File: src/rtl/mastermind_game_tracker.sv
`timescale 1ns/1ps
`default_nettype none
// +------------------------------------------------------------------------------+
// | mastermind_game_tracker: guess history, turn count and win/loss decision.    |
// | Optional: MM_TRACKER_STATS_EN adds saturating games_won/games_lost counters. |
// | Revision: 1.0                                                                |
// +------------------------------------------------------------------------------+
module mastermind_game_tracker #(
  parameter int MAX_GUESSES = 8,
  parameter int PEGS        = 4,
  parameter int COLOR_W     = 3,
  parameter int CNT_W       = 4
) (
  input  logic                     clk,
  input  logic                     resetn,
  input  logic                     new_game,
  input  logic                     result_valid,
  input  logic [PEGS*COLOR_W-1:0]  guess_in,
  input  logic [2:0]               red_in,
  input  logic [2:0]               white_in,
  input  logic [CNT_W-1:0]         rd_idx,
  output logic [PEGS*COLOR_W-1:0]  rd_guess,
  output logic [2:0]               rd_red,
  output logic [2:0]               rd_white,
  output logic                     rd_valid,
  output logic [CNT_W-1:0]         guess_count,
  output logic [1:0]               game_state,
  output logic                     accept_guess,
  output logic [2:0]               last_red,
  output logic [2:0]               last_white,
  output logic                     score_err
`ifdef MM_TRACKER_STATS_EN
  ,
  output logic [7:0]               games_won,
  output logic [7:0]               games_lost
`endif
);

  localparam int GW = PEGS * COLOR_W;

  typedef enum logic [1:0] {
    ST_PLAYING = 2'd0,
    ST_CHECK   = 2'd1,
    ST_WON     = 2'd2,
    ST_LOST    = 2'd3
  } state_t;

  state_t                 state_q, state_d;
  logic [CNT_W-1:0]       guess_count_q, guess_count_d;
  logic [MAX_GUESSES-1:0] valid_q, valid_d;
  logic [GW-1:0]          hist_guess_q [MAX_GUESSES];
  logic [GW-1:0]          hist_guess_d [MAX_GUESSES];
  logic [2:0]             hist_red_q   [MAX_GUESSES];
  logic [2:0]             hist_red_d   [MAX_GUESSES];
  logic [2:0]             hist_white_q [MAX_GUESSES];
  logic [2:0]             hist_white_d [MAX_GUESSES];
  logic [2:0]             last_red_q, last_red_d;
  logic [2:0]             last_white_q, last_white_d;
  logic                   score_err_q, score_err_d;
  logic [GW-1:0]          rd_guess_q, rd_guess_d;
  logic [2:0]             rd_red_q, rd_red_d;
  logic [2:0]             rd_white_q, rd_white_d;
  logic                   rd_valid_q, rd_valid_d;
  logic [3:0]             score_sum;
  logic                   wr_en;

  always_comb begin
    state_d       = state_q;
    guess_count_d = guess_count_q;
    valid_d       = valid_q;
    hist_guess_d  = hist_guess_q;
    hist_red_d    = hist_red_q;
    hist_white_d  = hist_white_q;
    last_red_d    = last_red_q;
    last_white_d  = last_white_q;
    score_err_d   = score_err_q;
    wr_en         = 1'b0;
    score_sum     = {1'b0, red_in} + {1'b0, white_in};

    if (new_game) begin
      state_d       = ST_PLAYING;
      guess_count_d = '0;
      valid_d       = '0;
      last_red_d    = '0;
      last_white_d  = '0;
    end else begin
      case (state_q)
        ST_PLAYING: begin
          if (result_valid) begin
            wr_en         = 1'b1;
            guess_count_d = guess_count_q + 1'b1;
            last_red_d    = red_in;
            last_white_d  = white_in;
            if (score_sum > 4'(PEGS)) score_err_d = 1'b1;
            state_d       = ST_CHECK;
          end
        end
        ST_CHECK: begin
          // Win is tested first so a winning final turn is not a loss.
          if (last_red_q == 3'(PEGS))                      state_d = ST_WON;
          else if (guess_count_q == CNT_W'(MAX_GUESSES))   state_d = ST_LOST;
          else                                             state_d = ST_PLAYING;
        end
        default: ;
      endcase
    end

    // PLAYING always has guess_count < MAX_GUESSES, so the slot exists.
    for (int i = 0; i < MAX_GUESSES; i++) begin
      if (wr_en && guess_count_q == CNT_W'(i)) begin
        hist_guess_d[i] = guess_in;
        hist_red_d[i]   = red_in;
        hist_white_d[i] = white_in;
        valid_d[i]      = 1'b1;
      end
    end

    // Read from next-state contents for write-first behaviour.
    rd_guess_d = '0;
    rd_red_d   = '0;
    rd_white_d = '0;
    rd_valid_d = 1'b0;
    for (int i = 0; i < MAX_GUESSES; i++) begin
      if (rd_idx == CNT_W'(i) && valid_d[i]) begin
        rd_guess_d = hist_guess_d[i];
        rd_red_d   = hist_red_d[i];
        rd_white_d = hist_white_d[i];
        rd_valid_d = 1'b1;
      end
    end
  end

  always_ff @(posedge clk) begin
    if (!resetn) begin
      state_q       <= ST_PLAYING;
      guess_count_q <= '0;
      valid_q       <= '0;
      last_red_q    <= '0;
      last_white_q  <= '0;
      score_err_q   <= 1'b0;
      rd_guess_q    <= '0;
      rd_red_q      <= '0;
      rd_white_q    <= '0;
      rd_valid_q    <= 1'b0;
    end else begin
      state_q       <= state_d;
      guess_count_q <= guess_count_d;
      valid_q       <= valid_d;
      last_red_q    <= last_red_d;
      last_white_q  <= last_white_d;
      score_err_q   <= score_err_d;
      rd_guess_q    <= rd_guess_d;
      rd_red_q      <= rd_red_d;
      rd_white_q    <= rd_white_d;
      rd_valid_q    <= rd_valid_d;
    end
  end

  always_ff @(posedge clk) begin
    hist_guess_q <= hist_guess_d;
    hist_red_q   <= hist_red_d;
    hist_white_q <= hist_white_d;
  end

`ifdef MM_TRACKER_STATS_EN
  logic [7:0] games_won_q, games_won_d;
  logic [7:0] games_lost_q, games_lost_d;

  always_comb begin
    games_won_d  = games_won_q;
    games_lost_d = games_lost_q;
    if (state_q == ST_CHECK && state_d == ST_WON && games_won_q != 8'hFF)
      games_won_d = games_won_q + 8'd1;
    if (state_q == ST_CHECK && state_d == ST_LOST && games_lost_q != 8'hFF)
      games_lost_d = games_lost_q + 8'd1;
  end

  always_ff @(posedge clk) begin
    if (!resetn) begin
      games_won_q  <= '0;
      games_lost_q <= '0;
    end else begin
      games_won_q  <= games_won_d;
      games_lost_q <= games_lost_d;
    end
  end

  assign games_won  = games_won_q;
  assign games_lost = games_lost_q;
`else
  // Statistics build option disabled: no counters.
`endif

  assign rd_guess     = rd_guess_q;
  assign rd_red       = rd_red_q;
  assign rd_white     = rd_white_q;
  assign rd_valid     = rd_valid_q;
  assign guess_count  = guess_count_q;
  assign game_state   = (state_q == ST_WON)  ? 2'd1 :
                        (state_q == ST_LOST) ? 2'd2 : 2'd0;
  assign accept_guess = (state_q == ST_PLAYING);
  assign last_red     = last_red_q;
  assign last_white   = last_white_q;
  assign score_err    = score_err_q;

endmodule
`default_nettype wire
File: config.mk
export PLATFORM = sky130hd
export DESIGN_NAME = mastermind_game_tracker
export DESIGN_NICKNAME = d
export VERILOG_FILES = /design/src/rtl/mastermind_game_tracker.sv
export SDC_FILE = /design/constraint.sdc
export NUM_CORES = 1
export LEC_CHECK = 0
export BUFFER_PORTS_ARGS = -buffer_cell sky130_fd_sc_hd__buf_2
export CAP_MARGIN = 30
export CORE_ASPECT_RATIO = 1.25
export CORE_MARGIN = 8
export CORE_UTILIZATION = 40
export DETAILED_ROUTE_END_ITERATION = 10
export GPL_TIMING_DRIVEN = 1
export PLACE_DENSITY_LB_ADDON = 0.05
export SYNTH_ARGS = -nofsm -noshare
export SYNTH_HDL_FRONTEND = slang
export SYNTH_SLANG_ARGS = --single-unit
File: constraint.sdc
create_clock -name clk -period 2.6 [get_ports clk]
set_input_delay 0.52 -clock clk [delete_from_list [all_inputs] [get_ports clk]]
set_output_delay 0.52 -clock clk [all_outputs]
set_load 0.1 [all_outputs]
* Yosys cells after proc, flatten, opt, wreduce, memory -nomap -nowiden
Cells that the tools add are included.
** Word-level totals
- Register bits :: 184
- Word-level logic and storage cells :: 157
** Operators by class
- Add/subtract/negate cells :: 2
- Order comparisons :: 1
- Equal/unequal tests :: 20
- Mux-type cells :: 74
- Bitwise gates (word level) :: 2
- Reduce and logical (&&, ||, !) cells :: 24
** Operators by type and width (count)
- $mux 12 :: 16
- $mux 3 :: 32
- $eq 4x3->1 const B :: 8
- $mux 1 :: 19
- $eq 4x2->1 const B :: 4
- $logic_and 1x1->1 :: 16
- $mux 2 :: 5
- $eq 4x1->1 const B :: 2
- $logic_not 4->1 :: 2
- $mux 8 :: 1
- $add 3x3->4 :: 1
- $add 4x1->4 const B :: 1
- $eq 2x2->1 const B :: 2
- $eq 4x4->1 const B :: 1
- $gt 4x3->1 const B :: 1
- $pmux 2 s2 :: 1
- $reduce_and 2->1 :: 2
- $reduce_and 4->1 :: 1
- $eq 3x3->1 const B :: 1
- $eq 2x1->1 const B :: 1
- $logic_not 2->1 :: 1
- $ne 2x2->1 const B :: 1
- $not 1->1 :: 2
- $reduce_bool 2->1 :: 1
- $reduce_or 2->1 :: 1

* Depth between registers and ports, before layout
- Depth after elaboration :: 14
- Gate-level depth with buffers :: 10
- Gate-level depth less buffers :: 8

* Least setup slack after synthesis
OpenSTA, ideal clock, no wires.
- Path kind :: flip-flop to flip-flop
- Start point :: reg guess_count_q[0], in the netlist guess_count[0]
- End point :: reg rd_guess_q[0], in the netlist rd_guess[0]
- Data arrival time :: 2.846 ns
- Required time :: 2.470 ns
- Setup slack :: -0.376 ns
- Stages on the path, launching flop included :: 11
- Path buffers :: 2
- Cell sequence :: dfxtp_1 inv_1 ha_1 nor2b_1 and3_1 buf_4 buf_4 mux2i_1 or4_1 a21oi_1 o22ai_1
** Between the ends
- Cells in the longest elaborated chain, start to end :: 12
- Elaborated cells between the ends (all ways) :: 48
- Those cells by class :: eq/ne (7); mux (24); reduce/logical (17)
** Ends and longest elaborated chain
- start: declaration :: RTL line 49 : logic [CNT_W-1:0] guess_count_q, guess_count_d;
- start signal: assignment :: RTL line 147 : guess_count_q <= guess_count_d;
- $logic_not 4->1 :: RTL line 110 : if (wr_en && guess_count_q == CNT_W'(i)) begin
- $logic_and 1x1->1 :: RTL line 110
- $mux 1 :: RTL line 110
- $logic_and 1x1->1 :: RTL line 124 : if (rd_idx == CNT_W'(i) && valid_d[i]) begin
- $mux 12 (7 in series) :: RTL line 124
- $mux 12 * :: RTL line 124
- end signal: assignment :: RTL line 152 : rd_guess_q <= rd_guess_d;
- end: declaration :: RTL line 60 : logic [GW-1:0] rd_guess_q, rd_guess_d;
Every way passes the cells marked *; elsewhere a longest branch is shown, timed or not.
A chain may end at the register's enable or synchronous reset.

* Worst setup path after layout
- Start point :: reg guess_count_q[0], in the netlist guess_count[0]
- End point :: reg rd_guess_q[7], in the netlist rd_guess[7]
Same word-level chain as after synthesis.

==> impl_metrics.toml <==
[outcome]
status = "complete, no violations"

[critical_path]
crit_path_max_fanout = 23
r2r-end = "rd_guess[7]"
r2r_slack_ns = 0.17
end_kind = "register"
worstPathArrival_ns = 2.73
worst_path_largest_cell_delay_ns = 0.53
crit_path_start_kind = "register"
path_cells = "inv_1, ha_1, nor2b_1, and3_2, buf_12, mux2i_1, or4_1, a21oi_1, o22ai_1"
r2r_cells = 9
crit_type = "reg2reg"
r2r_start = "guess_count[0]"
cpMaxStageDelayCell = "or4_1"
cp.required_ns = 2.90

[floorplanning]
core.rowCount = 61
dieHeight_microns = 184
fp.dieW_microns = 151
coreArea_sq_um = 22200
initial_utilization_pct = 40.8
fp.dieArea_sq_um = 27700
io_pins = 59

[min_path]
min_path_cells = 3
hp-class = "in2reg"
min-delay-start = "guess_in[2]"
hold_end = "hist_guess_q[62]"

[synthesis]
synth_cells = 1132
synth_area_leaders = "dfxtp_1, nand2_1, mux2i_1"
yosysWarnings = 0
synth.avg_cell_area_sq_um = 8.00
synth_top_area_share_pct = 40.7
ys_seq_elements = 184
ys_types = 45
netlist_area_sq_um = 9060
synth_area_leader_cell = "dfxtp_1"
synthesis.nets = 1166
ys_seq_area_share_pct = 40.7

[power]
ir_drop_uv = 446
leakagePower_nw = 4.66
powerDensity_nw_per_um2 = 582

[clocking]
ctsResizeCount = 0
cts_tree = "built"
clockRootBuffer = "clkbuf_16"
cts_made_buffers = 17
cts_max_level = 4
clk_path_buf_depth = 2
hold_buffers = 0
clock_sinks = 184
cts_setup_buffers = 0
clkLatencyLatePin_ns = 0.44
cts.clk_slew.worst_paths_ns = 0.08

[drt]
num_vias = 8082
totalWireLength_mm = 28.8
drc = 0
via_per_inst = 5.49
drt_iter0_drc = 440
first_pass_iters = 4
ant_nets = 0
avgRoutedWirePerCell_microns = 19.6

[timing]
fin_crit_sh_pct = 93.5
max_clock_freq_ghz = 0.411
finalClockSkew_ns = 0.0141
relSlewSlack_pct = 60.3
slew_viol_final = 0
fin_ws_ns = 0.168
period_minus_slack_ns = 2.43
grt_setup_unrepaired = "no"
hold_ws_ns = 0.391
finalHoldViolations = 0
finalSetupViolCount = 0
worstMarginPinSlew_ns = 0.594

[layout]
nets = 1211
final_cell_mix = "nand2_1, dfxtp_1, nand3_1"
drive_gt1_share_pct = 19.4
final_common_cell = "nand2_1"
n_antenna_cell = 0
area.growth.synth_to_final_pct = 16.8
utilization_pct = 47.6

[placed_design]
pre_cts_ws_ns = -0.0773
io_buffers = 58
gp_congestion = 0.852
post-dp-hpwl_mm = 19.9

[flow_run]
timing.max_cap.violations = 0

[global_routing]
grt_use_total_pct = 21.1
busiest_layer = "met2"
grt_pass1_wl_mm = 44.9
use_met3_pct = 2.85
met1_usage_pct = 25.6
antenna_found_initial = 0
grt_pass1_vias = 7825
grt_overflow_total = 0
grt_max_degree = 38
grtUsageMet2_pct = 36.3
where the power goes:
| group | total [W] | internal, W | switching (W) |
|---|---|---|---|
| logic | 0.000543 | 0.000181 | 0.000362 |
| clock network | 0.00253 | 0.00127 | 0.00126 |
| registers | 0.00308 | 0.00300 | 0.0000873 |
| total | 0.00616 | 0.00445 | 0.00171 |
synth_stat cells (all sizes together):
library cell	n
a31oi	7
a22oi	18
xor2	3
nand3b	1
nand4bb	1
nor4	3
buf	34
o22ai	18
a211oi	1
mux2i	80
a21oi	75
clkbuf	72
a21o	1
nor4b	4
ha	7
nand2b	2
o211ai	18
o21ai	15
nor3b	4
nand2	263
nand3	97
fa	1
a41oi	1
nor3	18
or3	1
or2	1
and3	7
o21a	2
dfxtp	184
nor2	67
or4	18
xnor2	1
mux2	50
and2	1
nor2b	9
inv	27
nand4	20
worst max-delay path, delay by kind of cell, from the launching register on:
kind	cells	cell delay, ns
flip-flops	1	0.36
adder cells (fa/ha/maj)	1	0.18
AND/OR/NAND/NOR	3	0.96
buffers and inverters	2	0.28
AO/OA/AOI/OAI	2	0.38
multiplexers	1	0.11
kinds of logic (layout without fill, tap and decap cells):
group	after synthesis	after routing	share of synthesized area (%)
flip-flops	184	184	40.7
adder cells (fa/ha/maj)	8	8	1.19
multiplexers	130	130	15.1
buffers and inverters	133	191	6.45
AO/OA/AOI/OAI	156	156	10.1
XOR/XNOR	4	4	0.387
AND/OR/NAND/NOR	517	517	26.1
how the worst max path moves through the flow:
| stage | startpoint | end | depth (start not counted) |
|---|---|---|---|
| global route | state_q[0] | rd_guess[0] | 9 |
| finish | guess_count[0] | rd_guess[7] | 9 |
| global placement | new_game | rd_guess[0] | 9 |
| detailed placement | new_game | rd_guess[0] | 9 |
| floorplan | guess_count[0] | rd_guess[0] | 10 |
| CTS | guess_count[0] | rd_guess[7] | 9 |
final cells by class:
type | instances | area (sq um)
fillers | 2232 | 11600
multi-input cells | 815 | 4840
flip-flops and latches | 184 | 3690
repair buffers | 132 | 1030
clock buffers | 18 | 429
well taps | 283 | 354
clock inverters | 14 | 135
inverters | 27 | 101
sequential cells by signal, summed over array words and instances, names as in the netlist, 4 cells and up:
| signal | cells |
|---|---|
| guess_count | 4 |
| hist_guess_q | 96 |
| hist_red_q | 24 |
| hist_white_q | 24 |
| rd_guess | 12 |
| valid_q | 8 |
per-layer routing:
metal	vias up	share of wire (%)
met5	-	0
met4	0	3.4
met3	52	2.8
met2	166	50
met1	3888	44
li1	3976	-
through the flow:
| stage | area (sq um) | setup TNS [ns] | cells | total power [W] |
|---|---|---|---|---|
| 6_report | 10600 | 0 | 1473 | 0.00616 |
| 5_1_grt | 10600 | 0 | 1473 | 0.00640 |
| 4_1_cts | 10600 | 0 | 1473 | 0.00623 |
| 3_5_place_dp | 10000 | -0.125 | 1441 | 0.00369 |
| 3_3_place_gp | 10000 | -0.0807 | 1441 | 0.00368 |
| 2_1_floorplan | 9060 | 0 | 1132 | 0.00350 |
Power figures use the tool's default switching activity.
